$ cat config.mk
export PLATFORM = sky130hd
export DESIGN_NAME = alu_seq_param_flat
export DESIGN_NICKNAME = d
export VERILOG_FILES = /design/src/rtl/alu_seq_if.sv /design/src/rtl/alu_seq_param.sv /design/src/flat_wrapper.sv
export SDC_FILE = /design/constraint.sdc
export NUM_CORES = 1
export LEC_CHECK = 0
export CORE_MARGIN = 5
export CORE_UTILIZATION = 30
export CTS_CLUSTER_SIZE = 20
export DETAILED_ROUTE_END_ITERATION = 6
export GPL_ROUTABILITY_DRIVEN = 1
export SLEW_MARGIN = 20
export SYNTH_ARGS = -nofsm -noshare
export SYNTH_HDL_FRONTEND = slang
export SYNTH_SLANG_ARGS = --single-unit
$ cat constraint.sdc
create_clock -name clk -period 8.62 [get_ports clk]
set_clock_uncertainty 0.15 [all_clocks]
set_input_delay 0.862 -clock clk [delete_from_list [all_inputs] [get_ports clk]]
set_output_delay 0.862 -clock clk [all_outputs]
set_load 0.02 [all_outputs]
$ cat src/rtl/alu_seq_if.sv
// Operand/result handshake bundle for alu_seq_param.
interface alu_seq_if #(
  parameter int WIDTH = 32
);
  logic             en;
  logic             in_valid;
  logic             in_ready;
  logic [3:0]       opcode;
  logic [WIDTH-1:0] A;
  logic [WIDTH-1:0] B;
  logic             out_valid;
  logic             out_ready;
  logic [WIDTH:0]   ALU_res;
  logic             div_by_zero;
  logic             illegal_op;

  modport master (
    output en, in_valid, opcode, A, B, out_ready,
    input  in_ready, out_valid, ALU_res, div_by_zero, illegal_op
  );

  modport slave (
    input  en, in_valid, opcode, A, B, out_ready,
    output in_ready, out_valid, ALU_res, div_by_zero, illegal_op
  );
endinterface

$ cat src/rtl/alu_seq_param.sv
// Registered ALU with valid/ready handshake and an iterative restoring divider.
// Define ALU_SEQ_MUL_EN to add an iterative shift-add multiplier on opcode 0010.
module alu_seq_param #(
  parameter int WIDTH = 32,
  parameter int CNT_W = $clog2(WIDTH) + 1
) (
  input logic      clk,
  input logic      rst,
  alu_seq_if.slave bus
);
  localparam logic [3:0] OP_ADD  = 4'h0;
  localparam logic [3:0] OP_SUB  = 4'h1;
  localparam logic [3:0] OP_MUL  = 4'h2;
  localparam logic [3:0] OP_DIV  = 4'h3;
  localparam logic [3:0] OP_SHL  = 4'h4;
  localparam logic [3:0] OP_SHR  = 4'h5;
  localparam logic [3:0] OP_ROL  = 4'h6;
  localparam logic [3:0] OP_ROR  = 4'h7;
  localparam logic [3:0] OP_AND  = 4'h8;
  localparam logic [3:0] OP_OR   = 4'h9;
  localparam logic [3:0] OP_XOR  = 4'hA;
  localparam logic [3:0] OP_NOR  = 4'hB;
  localparam logic [3:0] OP_NAND = 4'hC;
  localparam logic [3:0] OP_XNOR = 4'hD;
  localparam logic [3:0] OP_GT   = 4'hE;
  localparam logic [3:0] OP_EQ   = 4'hF;

  typedef enum logic [1:0] {
    S_IDLE = 2'd0,
    S_BUSY = 2'd1,
    S_DONE = 2'd2
  } state_t;

  state_t           r_state;
  state_t           w_state_nxt;
  logic [WIDTH:0]   r_res;
  logic             r_dbz;
  logic             r_ill;
  logic [CNT_W-1:0] r_cnt;
  logic [WIDTH-1:0] r_quo;
  logic [WIDTH-1:0] r_rem;
  logic [WIDTH-1:0] r_b;

  logic             w_accept;
  logic             w_is_div;
  logic             w_is_mul;
  logic             w_div_zero;
  logic             w_iter_start;
  logic             w_last;
  logic [WIDTH:0]   w_div_shift;
  logic             w_div_ge;
  logic [WIDTH-1:0] w_div_trial;
  logic [WIDTH-1:0] w_div_rem;
  logic [WIDTH-1:0] w_div_quo;
  logic [WIDTH-1:0] w_rem_nxt;
  logic [WIDTH-1:0] w_quo_nxt;
  logic [WIDTH:0]   w_iter_res;

  function automatic logic [WIDTH:0] f_alu(input logic [3:0] op,
                                           input logic [WIDTH-1:0] a,
                                           input logic [WIDTH-1:0] b);
    logic [WIDTH:0] res;
    res = '0;
    case (op)
      OP_ADD:  res = {1'b0, a} + {1'b0, b};
      OP_SUB:  res = {1'b0, a} - {1'b0, b};
      OP_DIV:  res = {1'b0, {WIDTH{1'b1}}};
      OP_SHL:  res = {a, 1'b0};
      OP_SHR:  res = {2'b00, a[WIDTH-1:1]};
      OP_ROL:  res = {1'b0, a[WIDTH-2:0], a[WIDTH-1]};
      OP_ROR:  res = {1'b0, a[0], a[WIDTH-1:1]};
      OP_AND:  res = {1'b0, a & b};
      OP_OR:   res = {1'b0, a | b};
      OP_XOR:  res = {1'b0, a ^ b};
      OP_NOR:  res = {1'b0, ~(a | b)};
      OP_NAND: res = {1'b0, ~(a & b)};
      OP_XNOR: res = {1'b0, ~(a ^ b)};
      OP_GT:   res = (WIDTH+1)'(a > b);
      OP_EQ:   res = (WIDTH+1)'(a == b);
      default: res = '0;
    endcase
    return res;
  endfunction

  assign bus.in_ready    = bus.en && (r_state == S_IDLE) && !rst;
  assign bus.out_valid   = (r_state == S_DONE);
  assign bus.ALU_res     = r_res;
  assign bus.div_by_zero = r_dbz;
  assign bus.illegal_op  = r_ill;

  assign w_accept   = bus.in_valid && bus.in_ready;
  assign w_is_div   = (bus.opcode == OP_DIV);
  assign w_is_mul   = (bus.opcode == OP_MUL);
  assign w_div_zero = (bus.B == '0);
  assign w_last     = (r_cnt == CNT_W'(1));

  // Restoring divide step: dividend bits shift out of r_quo MSB-first while
  // quotient bits shift in at the LSB.
  assign w_div_shift = {r_rem, r_quo[WIDTH-1]};
  assign w_div_ge    = (w_div_shift >= {1'b0, r_b});
  assign w_div_trial = w_div_shift[WIDTH-1:0] - r_b;
  assign w_div_rem   = w_div_ge ? w_div_trial : w_div_shift[WIDTH-1:0];
  assign w_div_quo   = {r_quo[WIDTH-2:0], w_div_ge};

`ifdef ALU_SEQ_MUL_EN
  logic           r_mul;
  logic [WIDTH:0] w_mul_sum;

  assign w_iter_start = w_accept && ((w_is_div && !w_div_zero) || w_is_mul);
  // Shift-add: r_rem accumulates the high half, r_quo holds the multiplier and
  // fills with the low product bits as it shifts right.
  assign w_mul_sum = {1'b0, r_rem} + (r_quo[0] ? {1'b0, r_b} : '0);

  always_comb begin
    w_rem_nxt  = w_div_rem;
    w_quo_nxt  = w_div_quo;
    w_iter_res = {1'b0, w_div_quo};
    if (r_mul) begin
      w_rem_nxt  = w_mul_sum[WIDTH:1];
      w_quo_nxt  = {w_mul_sum[0], r_quo[WIDTH-1:1]};
      w_iter_res = {|w_mul_sum[WIDTH:1], w_mul_sum[0], r_quo[WIDTH-1:1]};
    end
  end

  always_ff @(posedge clk or posedge rst) begin
    if (rst) begin
      r_mul <= 1'b0;
    end else if (w_accept) begin
      r_mul <= w_is_mul;
    end
  end
`else
  assign w_iter_start = w_accept && w_is_div && !w_div_zero;
  assign w_rem_nxt    = w_div_rem;
  assign w_quo_nxt    = w_div_quo;
  assign w_iter_res   = {1'b0, w_div_quo};
`endif

  always_ff @(posedge clk or posedge rst) begin
    if (rst) begin
      r_state <= S_IDLE;
    end else begin
      r_state <= w_state_nxt;
    end
  end

  always_comb begin
    w_state_nxt = r_state;
    case (r_state)
      S_IDLE:  if (w_accept) w_state_nxt = w_iter_start ? S_BUSY : S_DONE;
      S_BUSY:  if (w_last) w_state_nxt = S_DONE;
      S_DONE:  if (bus.out_ready) w_state_nxt = S_IDLE;
      default: w_state_nxt = S_IDLE;
    endcase
  end

  always_ff @(posedge clk or posedge rst) begin
    if (rst) begin
      r_res <= '0;
      r_dbz <= 1'b0;
      r_ill <= 1'b0;
      r_cnt <= '0;
      r_quo <= '0;
      r_rem <= '0;
      r_b   <= '0;
    end else if (w_accept) begin
      r_dbz <= w_is_div && w_div_zero;
`ifdef ALU_SEQ_MUL_EN
      r_ill <= 1'b0;
`else
      r_ill <= w_is_mul;
`endif
      r_cnt <= w_iter_start ? CNT_W'(WIDTH) : '0;
      r_quo <= bus.A;
      r_rem <= '0;
      r_b   <= bus.B;
      if (!w_iter_start) r_res <= f_alu(bus.opcode, bus.A, bus.B);
    end else if (r_state == S_BUSY) begin
      r_rem <= w_rem_nxt;
      r_quo <= w_quo_nxt;
      r_cnt <= r_cnt - CNT_W'(1);
      if (w_last) r_res <= w_iter_res;
    end
  end
endmodule

$ cat src/flat_wrapper.sv
// flat-port wrapper written by rule: the top's interface ports become plain ports
module alu_seq_param_flat 
#(
  parameter int WIDTH = 32,
  parameter int CNT_W = $clog2(WIDTH) + 1
)
  (clk, rst, bus_en, bus_in_valid, bus_opcode, bus_A, bus_B, bus_out_ready, bus_in_ready, bus_out_valid, bus_ALU_res, bus_div_by_zero, bus_illegal_op);
  alu_seq_if #(.WIDTH(WIDTH)) bus_i ();
  input logic clk;
  input logic rst;
  input wire logic [$bits(bus_i.en)-1:0] bus_en;
  input wire logic [$bits(bus_i.in_valid)-1:0] bus_in_valid;
  input wire logic [$bits(bus_i.opcode)-1:0] bus_opcode;
  input wire logic [$bits(bus_i.A)-1:0] bus_A;
  input wire logic [$bits(bus_i.B)-1:0] bus_B;
  input wire logic [$bits(bus_i.out_ready)-1:0] bus_out_ready;
  output wire logic [$bits(bus_i.in_ready)-1:0] bus_in_ready;
  output wire logic [$bits(bus_i.out_valid)-1:0] bus_out_valid;
  output wire logic [$bits(bus_i.ALU_res)-1:0] bus_ALU_res;
  output wire logic [$bits(bus_i.div_by_zero)-1:0] bus_div_by_zero;
  output wire logic [$bits(bus_i.illegal_op)-1:0] bus_illegal_op;
  assign bus_i.en = bus_en;
  assign bus_i.in_valid = bus_in_valid;
  assign bus_i.opcode = bus_opcode;
  assign bus_i.A = bus_A;
  assign bus_i.B = bus_B;
  assign bus_i.out_ready = bus_out_ready;
  assign bus_in_ready = bus_i.in_ready;
  assign bus_out_valid = bus_i.out_valid;
  assign bus_ALU_res = bus_i.ALU_res;
  assign bus_div_by_zero = bus_i.div_by_zero;
  assign bus_illegal_op = bus_i.illegal_op;
  alu_seq_param #(.WIDTH(WIDTH), .CNT_W(CNT_W)) u_core (.clk(clk), .rst(rst), .bus(bus_i));
endmodule
# Word level (Yosys, flattened, before mapping)
# Index checks and enable logic that the tools add are counted.
# word_totals
out_inout_bits,37
input_bits,73
reg_bits,139
elab_cells,76
# classes
n_lt_le_gt_ge,2
eq_ne,23
mux,18
addsub,4
n_reduce_logical,15
n_bitwise,6
# ops
operator,count
$pmux W33 S15,1
$mux W32,5
$mux W33,4
$not A32 Y32,3
$add A32 B32 Y33,1
$ge A33 B32 Y1,1
$sub A32 B32 Y33,1
$and A32 B32 Y32,1
$eq A32 B32 Y1,1
$eq A4 B4 Y1 const B,8
$gt A32 B32 Y1,1
$logic_not A32 Y1,1
$or A32 B32 Y32,1
$sub A32 B32 Y32,1
$xor A32 B32 Y32,1
$mux W6,3
$eq A4 B3 Y1 const B,4
$eq A4 B2 Y1 const B,2
$mux W2,4
$eq A6 B1 Y1 const B,1
$logic_and A1 B1 Y1,6
$pmux W2 S3,1
$reduce_and A3 Y1,2
$sub A6 B1 Y6 const B,1
9 further kinds,13

# Depth between registers and ports, before layout
# Gate-level depths: netlist of the first run.
# logic_depth
depth_word,9
mapped_depth,14
depth_no_buf,12

# Worst setup path after synthesis of the first run
# OpenSTA, ideal clock, no wires.
# synth_path
path_type,input-to-reg
start,input port bus_A[0]
end,"register u_core.r_res[16], in the netlist u_core.bus.ALU_res[16]"
path_stages,12
path_buffers,0
setup_slack_ps,5157
arrival_time_ps,3178
setup_time_ps,135
path_cell_list,inv_1 ha_1 fa_1 o21bai_4 a21oi_2 o2111ai_1 and3_1 o21ai_1 a221oi_1 a21oi_1 a2111oi_0 o22ai_1
# synth_between
elab_chain_len,4
elab_cells_between_ends,5
cone_classes,add/sub: 2; mux: 3
# synth_lines
element,line,text
"start, declared",flat_wrapper.sv:14,input wire logic [$bits(bus_i.A)-1:0] bus_A;
$sub A32 B32 Y33 / $add A32 B32 Y33 (equally long branches),"alu_seq_param.sv:66, alu_seq_param.sv:65",
$pmux W33 S15 *,alu_seq_param.sv:64,case (op)
$mux W33 *,alu_seq_param.sv:177,"if (!w_iter_start) r_res <= f_alu(bus.opcode, bus.A, bus.B);"
$mux W33 *,alu_seq_param.sv:166,end else if (w_accept) begin
"end signal, assigned",alu_seq_param.sv:177,
"end signal, assigned",alu_seq_param.sv:182,if (w_last) r_res <= w_iter_res;
"end, declared",alu_seq_param.sv:36,logic [WIDTH:0] r_res;
# Mark *: on every way between the ends. The rest lies on a longest branch, timed or not. The select of a mux whose other input is x is not followed.
# A chain may end at the register's enable or synchronous reset.

# Final worst setup path of the first run
# layout_path
start,input port bus_B[25]
end,"register u_core.r_res[32], in the netlist u_core.bus.ALU_res[32]"
# layout_between
elab_chain_len,5
elab_cells_between_ends,10
cone_classes,add/sub: 2; eq/ne: 1; mux: 3; reduce/logical: 4
# layout_lines
element,line,text
"start, declared",flat_wrapper.sv:15,input wire logic [$bits(bus_i.B)-1:0] bus_B;
"parallel branches: the longest is 5 deep, another holds $sub A32 B32 Y33",n/a,
# Parallel ways; which one is timed is not known. The select of a mux whose other input is x is not followed.

==> metrics.yaml, run 1 <==
crit_family: "simple AND/OR/NAND/NOR gates"
worstPathCellList: "clkdlybuf4s50_1 -> nor4_1 -> nand4_1 -> o21ai_1 -> a21o_1 -> and2_1 -> nand2_1 -> or4_1 -> o21ai_1"
cts_buffer_depth: 2
grt_pass1_vias: 15100
cpMostUsedCell: "o21ai_1"
outcome: "completed"
dieArea_um2: 53400
total_power_uw: 4300
synth_edf_count: 0
post-route-util: 0.346
drive_above_1_share: 0.0586
vias: 15800
slew_headroom: 0.241
synth_nets: 2128
syn_avg_cell_area_um2: 7.65
root_buffer: "clkbuf_16"
ir_worst_vdd_mv: 0.147
syn_to_final_growth_pct: 14.5
synth_area_um2: 14700
track_usage: 0.229
ys.flop_type: "dfrtp_1"
period_minus_slack_ps: 4830
postSynth.asyncResetShare: 1.00
path_clk_slew_ps: 70
coreArea_um2: 48600
crit_path_max_fanout: 18
worst_pin_slew_ps: 1140
dieHeight_um: 231
layout_commonest_cell: "nand2_1"
crit_required_ps: 8830
multi_input_area_um2: 10200
critPathMaxStageDelay_ps: 710
clkSinkCount: 139
cts_hold_buffers: 0
fp.dieW_um: 231
rsz0062_at_grt: "no"
hpwl_um: 46900
insertion_delay_ps: 430
pwr-share-seq: 0.268
wl_per_cell_um: 24.7
grt_pass1_wl_um: 95400
grt_max_degree: 72
timing.critical_path.to_type: "flip-flop"
ctsHtreeMaxLevel: 4
syn_inst: 1919
final-seq-area_um2: 3480
cp_num_buf_inv: 1
ys_warn_count: 0
p_switching_uw: 2000
cts_tree: "built"
arrival_ps: 5040
finalSetupTns_ps: 0
postCtsSetupRepairBufs: 0
final_antenna_net_count: 0
cap_violations: 0
powerDensity_nw_per_um2: 256
critical_path_class: "in -> reg"
hold_viol: 0
grt_overflow: 0
synth_seq_cells: 139
cp_slowest_cell: "and2_1"
clkPwrFrac: 0.173
std_cell_rows: 81
leakage_uw: 0.00728
drv_slew: 0
wl_um: 63900
yosysSeqAreaShare: 0.237
fmax_mhz: 207
setup_viol: 0
drtPass1Iterations: 6
final_cell_mix: "nand2_1 (221), o21ai_0 (155), dfrtp_1 (139)"
antenna_found_initial: 3
startpoint_type: "input pin"
viasPerCell: 6.12
port_buffers: 109
nNetsFinal: 2157
fin_crit_sh: 0.561
gp_congestion: 1.01
ctsResizeCount: 0
hold_path.class: "reg -> reg"
internal_power_uw: 2300
fillers: 5112
start_util: 0.302
num_io_pins: 110
drtIter0Drc: 1786
swShare: 0.465
drc_errors: 0
yosysUniqueCellTypes: 98
power_frac_comb: 0.558
numCtsBuffers: 17
-- Yosys cell counts, types with 29 or more instances --
| cell | instances | area share |
|---|---|---|
| nor2_1 | 127 | 0.032 |
| o21ai_0 | 155 | 0.053 |
| nand3_1 | 41 | 0.014 |
| a22oi_1 | 49 | 0.025 |
| nand2_1 | 222 | 0.057 |
| a21oi_1 | 139 | 0.047 |
| dfrtp_1 | 139 | 0.24 |
| buf_2 | 30 | 0.010 |
| mux2i_1 | 29 | 0.020 |
| ha_1 | 133 | 0.11 |
| o22ai_1 | 45 | 0.019 |
| xor2_1 | 30 | 0.018 |
| clkbuf_1 | 76 | 0.019 |
| a21o_1 | 29 | 0.015 |
| nor3_1 | 36 | 0.012 |
| inv_1 | 137 | 0.035 |
| xnor2_1 | 48 | 0.029 |
-- power groups by stage --
stage	registers, µW	clock network, µW	logic, µW
floorplan	1130	0	1650
global placement	1150	0	2320
detailed placement	1150	0	2360
CTS	1140	756	2370
global route	1170	783	2620
finish	1150	744	2400
-- final timing paths --
| check | from | to | slack [ps] | depth (start not counted) |
|---|---|---|---|---|
| setup / recovery | bus_B[25] | u_core.bus.ALU_res[32] | 3790 | 9 |
| hold / removal | u_core.bus.div_by_zero | u_core.bus.div_by_zero | 350 | 2 |
| setup reg to reg | u_core.r_state[0] | u_core.bus.ALU_res[32] | 4640 | 8 |
| hold reg to reg | u_core.bus.div_by_zero | u_core.bus.div_by_zero | 350 | 2 |
| max in group asynchronous | rst | u_core.bus.ALU_res[12] | 6130 | 3 |
| min in group asynchronous | rst | u_core.bus.ALU_res[15] | 870 | 2 |
-- per-stage QoR --
stage,instance area [µm²],std cells,hold slack [ps],setup WS (ps)
2_1_floorplan,14700,1919,306,3880
3_3_place_gp,16200,2551,325,3540
3_5_place_dp,16200,2551,327,3470
4_1_cts,16800,2583,349,3880
5_1_grt,16800,2585,372,3650
6_report,16800,2585,352,3790
-- state kept, by name, indices dropped and copies added (netlist names) --
name,count
u_core.r_quo,32
u_core.bus.ALU_res,33
u_core.r_rem,32
u_core.bus.illegal_op,1
u_core.r_state,2
u_core.r_b,32
u_core.r_cnt,6
u_core.bus.div_by_zero,1
-- metal layers --
metal | vias up | share of wire | global-route usage
met3 | 189 | 0.089 | 0.0372
li1 | 7053 | - | -
met4 | 2 | 0.051 | 0.111
met1 | 7666 | 0.41 | 0.303
met2 | 919 | 0.45 | 0.366
met5 | - | 0.00020 | 0
-- kinds of logic after synthesis --
group / Yosys count / synth area share
buffers and inverters: 264 / 0.0732
muxes: 33 / 0.0228
DFF: 139 / 0.237
AOI/OAI and AO/OA: 681 / 0.310
adders and majority gates: 136 / 0.117
and+or+nand+nor: 588 / 0.193
xor gates and xnor gates: 78 / 0.0466
-- layout make-up --
class | count | area share
Antenna cell | 2 | 0.000298
Clock buffer | 19 | 0.0269
Clock inverter | 13 | 0.00782
Inverter | 140 | 0.0316
Multi-Input combinational cell | 1516 | 0.605
Sequential cell | 139 | 0.207
Tap cell | 622 | 0.0463
Timing Repair Buffer | 134 | 0.0749
-- worst reg2reg max path, cell delays in order (launching register included) --
cell	delay [ps]
dfrtp_1	440
nor2b_4	170
buf_4	610
and2_1	310
a21o_1	610
and2_1	720
nand2_1	220
or4_1	540
o21ai_1	130
No activity file was read; power rests on OpenSTA's default activity.
==> run 2: changes to the inputs <==
- clock period: 8.62 -> 4.2 ns (I/O delays scaled with it)
==> metrics.yaml, run 2 (same netlist as run 1, synthesis figures left out) <==
wl_um: 68700  # was 63900 µm
crit_required_ps: 4370  # was 8830 ps
hold_depth: 2  # unchanged
outcome: "completed"  # unchanged
hpwl_um: 52000  # was 46900 µm
path_clk_slew_ps: 70  # about the same
critPathMaxStageDelay_ps: 780  # was 710 ps
numCtsBuffers: 17  # unchanged
rsz0062_at_grt: "no"  # unchanged
place_area_um2: 17200  # was 16200 µm²
holdWs_ps: 323  # was 352 ps
min_to: "u_core.bus.ALU_res[2]"  # was u_core.bus.div_by_zero
crit_path_max_fanout: 6  # was 18
ir_worst_vdd_mv: 0.325  # was 0.147 mV
crit_family: "compound AO/OA/AOI/OAI gates"  # was simple AND/OR/NAND/NOR gates
std_cell_rows: 81  # unchanged
worst_pin_slew_ps: 1060  # was 1140 ps
powerDensity_nw_per_um2: 515  # was 256 nW/µm²
setup.worst_path.start: "bus_B[1]"  # was bus_B[25]
hold_viol: 0  # unchanged
insertion_delay_ps: 470  # was 430 ps
postCtsSetupRepairBufs: 0  # unchanged
cts_buffer_depth: 2  # unchanged
root_buffer: "clkbuf_16"  # unchanged
start_util: 0.302  # unchanged
post-route-util: 0.368  # was 0.346
ctsHtreeMaxLevel: 4  # unchanged
grt_max_degree: 140  # was 72
grt_pass1_wl_um: 102000  # was 95400 µm
r2r-start: "u_core.r_quo[31]"  # was u_core.r_state[0]
period_minus_slack_ps: 3910
drive_above_1_share: 0.115  # was 0.0586
fillers: 5090  # was 5112
cp_num_buf_inv: 2  # was 1
cp_slowest_cell: "a2111oi_1"  # was and2_1
leakage_uw: 0.00794  # was 0.00728 µW
dieArea_um2: 53400  # unchanged
drv_slew: 0  # unchanged
vias: 16200  # was 15800
slew_headroom: 0.291  # was 0.241
gp_congestion: 0.987  # was 1.01
fmax_mhz: 256
antenna_found_initial: 2  # was 3
timing.critical_path.to_type: "flip-flop"  # unchanged
final_antenna_net_count: 0  # unchanged
drc_errors: 0  # unchanged
r2r_setup_slack_ps: 670  # was 4640 ps
clkSinkCount: 139  # unchanged
critical_path_class: "in -> reg"  # unchanged
timing.rr.end: "u_core.r_rem[18]"  # was u_core.bus.ALU_res[32]
nNetsFinal: 2282  # was 2157
track_usage: 0.250  # was 0.229
r2r_cells: 12  # was 8
grt_overflow: 0  # unchanged
worstPathCellList: "clkdlybuf4s50_1 -> inv_1 -> ha_1 -> a211oi_1 -> o21ai_0 -> o21ai_2 -> o22ai_1 -> a21oi_1 -> a2bb2oi_1 -> nor2_1 -> a2111oi_1 -> o22ai_1"  # was clkdlybuf4s50_1 -> nor4_1 -> nand4_1 -> o21ai_1 -> a21o_1 -> and2_1 -> nand2_1 -> or4_1 -> o21ai_1
grt_pass1_vias: 15900  # was 15100
coreArea_um2: 48600  # unchanged
largest_register_ffs: 33  # unchanged
num_io_pins: 110  # unchanged
cap_violations: 0  # unchanged
total_power_uw: 9200  # was 4300 µW
fin_crit_sh: 0.931
syn_to_final_growth_pct: 21.9  # was 14.5%
drtPass1Iterations: 6  # unchanged
design_area_um2: 17900  # was 16800 µm²
final_cell_mix: "nand2_1 (221), o21ai_0 (155), buf_4 (145)"  # was nand2_1 (221), o21ai_0 (155), dfrtp_1 (139)
cts_tree: "built"  # unchanged
wl_per_cell_um: 25.4  # was 24.7 µm
hp-start: "u_core.bus.ALU_res[2]"  # was u_core.bus.div_by_zero
setup_viol: 0  # unchanged
hold_path.class: "reg -> reg"  # unchanged
drtIter0Drc: 1732  # was 1786
viasPerCell: 5.98  # was 6.12
cp.depth: 12  # was 9
startpoint_type: "input pin"  # unchanged
arrival_ps: 4080  # was 5040 ps
dieHeight_um: 231  # unchanged
layout_commonest_cell: "nand2_1"  # unchanged
port_buffers: 109  # unchanged
fp.dieW_um: 231  # unchanged
finalSetupTns_ps: 0  # unchanged
cpMostUsedCell: "o22ai_1"  # was o21ai_1
run 2: changes by cell type in the layout (fill, tap and decap cells not counted), sizes merged:
cell	previous run	this run
clkbuf	19	20
buf	29	154
clkinv	3	2
diode	2	1
bufinv	1	5
inv	147	143
run 2: metal layers:
metal / track usage / wire, µm / vias up
li1: - / - / 7305
met1: 0.334 / 29100 / 7894
met2: 0.401 / 31000 / 813
met3: 0.0523 / 5890 / 186
met4: 0.0910 / 2800 / 2
met5: 0 / 13 / -
run 2: worst max-delay path by stage:
| stage | endpoint | slack [ps] |
|---|---|---|
| floorplan | u_core.bus.ALU_res[16] | 1180 |
| global placement | u_core.bus.ALU_res[17] | -130 |
| detailed placement | u_core.bus.ALU_res[17] | -160 |
| CTS | u_core.bus.ALU_res[17] | 330 |
| global route | u_core.bus.ALU_res[17] | 40 |
| finish | u_core.bus.ALU_res[17] | 290 |
run 2: area by class of cell:
type | instances | area (µm²) | share of cell area
multi-input combinational | 1516 | 10200 | 0.569
sequential | 139 | 3480 | 0.194
timing repair buffer | 259 | 2260 | 0.126
tap | 622 | 778 | 0.0435
inverter | 140 | 529 | 0.0296
clock buffer | 20 | 457 | 0.0255
clock inverter | 12 | 206 | 0.0115
antenna | 1 | 2.50 | 0.000140
run 2: power by group:
group          total (µW)  leakage (µW)  switching (µW)  internal (µW)
logic                5090       0.00583            2990           2100
clock network        1790      0.000322             697           1090
registers            2320       0.00178             444           1880
run 2: timing repair:
action | in CTS | in global routing
hold buffers | 0 | 0
endpoints found under the setup margin | 0 | 1
gates resized for setup | 0 | 1
run 2: through the flow:
stage | setup WS, ps | instances
CTS | 327 | 2708
global route | 40.7 | 2708
floorplan | 1180 | 1919
finish | 290 | 2709
global placement | -127 | 2676
detailed placement | -156 | 2676
run 2: worst min-delay path, stage by stage, from the launching register on:
cell and delay [ps]:
dfrtp_1 340, nand2_1 50, nand2_1 50
==> run 3: changes to the inputs <==
- CORE_MARGIN: 5 -> default
- RECOVER_POWER: default -> 100
==> metrics.yaml, run 3 (same netlist as run 1, synthesis figures left out) <==
outcome: "complete, but fails checks"  # was completed
violations: "max-capacitance violations, max-slew violations"
final_antenna_net_count: 0  # unchanged
grt_max_degree: 59  # was 140
ctsHtreeMaxLevel: 4  # unchanged
track_usage: 0.279  # was 0.250
powerDensity_nw_per_um2: 507  # was 515 nW/µm²
min_to: "u_core.bus.ALU_res[2]"  # unchanged
hold_depth: 2  # unchanged
ir_worst_vdd_mv: 0.313  # was 0.325 mV
largest_register_ffs: 33  # unchanged
dieHeight_um: 223  # was 231 µm
slew_headroom: -0.772  # was 0.291
wl_per_cell_um: 25.7  # was 25.4 µm
grt_pass1_wl_um: 104000  # was 102000 µm
syn_to_final_growth_pct: 21.2  # was 21.9%
timing.rr.end: "u_core.r_rem[22]"  # was u_core.r_rem[18]
leakage_uw: 0.00797  # was 0.00794 µW
r2r-start: "u_core.r_rem[25]"  # was u_core.r_quo[31]
critical_path_class: "in -> reg"  # unchanged
finalSetupTns_ps: 0  # unchanged
startpoint_type: "input pin"  # unchanged
period_minus_slack_ps: 4040  # was 3910 ps
fin_crit_sh: 0.962  # was 0.931
drtPass1Iterations: 6  # unchanged
final_cell_count_no_fill: 2714  # was 2709
hp-start: "u_core.bus.ALU_res[2]"  # unchanged
r2r_cells: 11  # was 12
fp.dieW_um: 223  # was 231 µm
num_io_pins: 110  # unchanged
viasPerCell: 6.00  # was 5.98
drtIter0Drc: 2095  # was 1732
grt_overflow: 0  # unchanged
start_util: 0.306  # was 0.302
worst_pin_slew_ps: 2650  # was 1060 ps
cts_buffer_depth: 2  # unchanged
hold_path.class: "reg -> reg"  # unchanged
r2r_setup_slack_ps: 410  # was 670 ps
crit_family: "simple AND/OR/NAND/NOR gates"  # was compound AO/OA/AOI/OAI gates
crit_path_max_fanout: 5  # was 6
crit_required_ps: 4390  # was 4370 ps
drive_above_1_share: 0.110  # was 0.115
insertion_delay_ps: 470  # about the same
arrival_ps: 4230  # was 4080 ps
total_power_uw: 9020  # was 9200 µW
rsz0062_at_grt: "no"  # unchanged
std_cell_rows: 80  # was 81
path_clk_slew_ps: 60  # was 70 ps
cap_violations: 5  # was 0
antenna_found_initial: 2  # unchanged
fmax_mhz: 247  # was 256 MHz
port_buffers: 109  # unchanged
timing.critical_path.to_type: "flip-flop"  # unchanged
vias: 16300  # was 16200
cp_num_buf_inv: 3  # was 2
wl_um: 69900  # was 68700 µm
gp_congestion: 1.01  # was 0.987
hpwl_um: 52700  # was 52000 µm
coreArea_um2: 47900  # was 48600 µm²
nNetsFinal: 2294  # was 2282
cts_tree: "built"  # unchanged
cp_slowest_cell: "dlygate4sd3_1"  # was a2111oi_1
worstPathCellList: "dlygate4sd3_1 -> inv_1 -> ha_1 -> nor4_1 -> nand3_1 -> nor2_1 -> o211ai_1 -> buf_4 -> nand4b_1 -> a211oi_1 -> o311a_1 -> a211o_1 -> o311ai_0"  # was clkdlybuf4s50_1 -> inv_1 -> ha_1 -> a211oi_1 -> o21ai_0 -> o21ai_2 -> o22ai_1 -> a21oi_1 -> a2bb2oi_1 -> nor2_1 -> a2111oi_1 -> o22ai_1
grt_pass1_vias: 15900  # about the same
layout_commonest_cell: "nand2_1"  # unchanged
dieArea_um2: 49800  # was 53400 µm²
numCtsBuffers: 17  # unchanged
root_buffer: "clkbuf_16"  # unchanged
setup_viol: 0  # unchanged
drc_errors: 0  # unchanged
final_cell_mix: "nand2_1 (222), o21ai_0 (168), buf_4 (144)"  # was nand2_1 (221), o21ai_0 (155), buf_4 (145)
hold_viol: 0  # unchanged
clkSinkCount: 139  # unchanged
critPathMaxStageDelay_ps: 680  # was 780 ps
placedCellCount: 2680  # was 2676
drv_slew: 263  # was 0
[run 3: cell types whose count changed in the layout (fill, tap and decap cells not counted), moves of 2 or more]
| cell | change |
|---|---|
| a21oi_2 | -2 |
| a21oi_1 | +2 |
| dlygate4sd3_1 | +40 |
| o21ai_0 | +13 |
| inv_6 | -2 |
| buf_12 | -4 |
| clkinv_4 | +3 |
| clkdlybuf4s50_1 | -40 |
| clkbuf_1 | +11 |
| clkbuf_2 | +4 |
| o21ai_1 | -12 |
[run 3: timing repair]
action                     4_1_cts  5_1_grt
buffers inserted                 0        0
gates resized for setup          0        1
hold endpoints to repair         0        0
hold buffers                     0        0
setup endpoints to repair        0        1
[run 3: layout make-up]
class	instances	area (µm²)
Timing Repair Buffer	271	2250
Clock inverter	13	190
Antenna cell	2	5.00
Tap cell	615	769
Inverter	140	527
Multi-Input combinational cell	1516	10100
Fill cell	4949	30200
Sequential cell	139	3480
Clock buffer	18	439
[run 3: worst max-delay path by stage]
| stage | startpoint | to | slack, ps | cells after the start |
|---|---|---|---|---|
| 2_1_floorplan | bus_A[0] | u_core.bus.ALU_res[16] | 1180 | 12 |
| 3_3_place_gp | bus_B[1] | u_core.bus.ALU_res[17] | -160 | 12 |
| 3_5_place_dp | bus_B[1] | u_core.bus.ALU_res[17] | -240 | 12 |
| 4_1_cts | bus_B[1] | u_core.bus.ALU_res[17] | 260 | 12 |
| 5_1_grt | bus_A[0] | u_core.bus.ALU_res[26] | 70 | 14 |
| 6_report | bus_B[11] | u_core.bus.ALU_res[0] | 160 | 13 |
[run 3: layer usage]
metal	up-vias	track usage	wire length [µm]
met5	-	0	0
met3	163	0.0572	5990
li1	7319	-	-
met2	835	0.435	30800
met4	0	0.115	2940
met1	7964	0.375	30200
[run 3: worst register-to-register path, cell delays in order (launching register included)]
cell and delay, ps:
dfrtp_1 400, ha_1 370, a21o_1 160, a21o_1 110, a21o_1 160, a211oi_1 100
o21ai_0 800, clkbuf_1 510, nor2_1 130, clkbuf_1 270, a32o_1 330, a31o_2 210
[run 3: through the flow]
stage | hold slack [ps] | cell area, µm² | worst slack, ps | utilization
2_1_floorplan | 306 | 14700 | 1180 | -
3_3_place_gp | 308 | 17300 | -156 | 0.360
3_5_place_dp | 311 | 17300 | -238 | 0.360
4_1_cts | 331 | 17900 | 257 | 0.374
5_1_grt | 339 | 17800 | 71.6 | 0.371
6_report | 319 | 17800 | 159 | 0.371
[run 3: power by group]
part	internal, µW	switching, µW
logic	2000	2980
clock network	1010	708
registers	1880	447
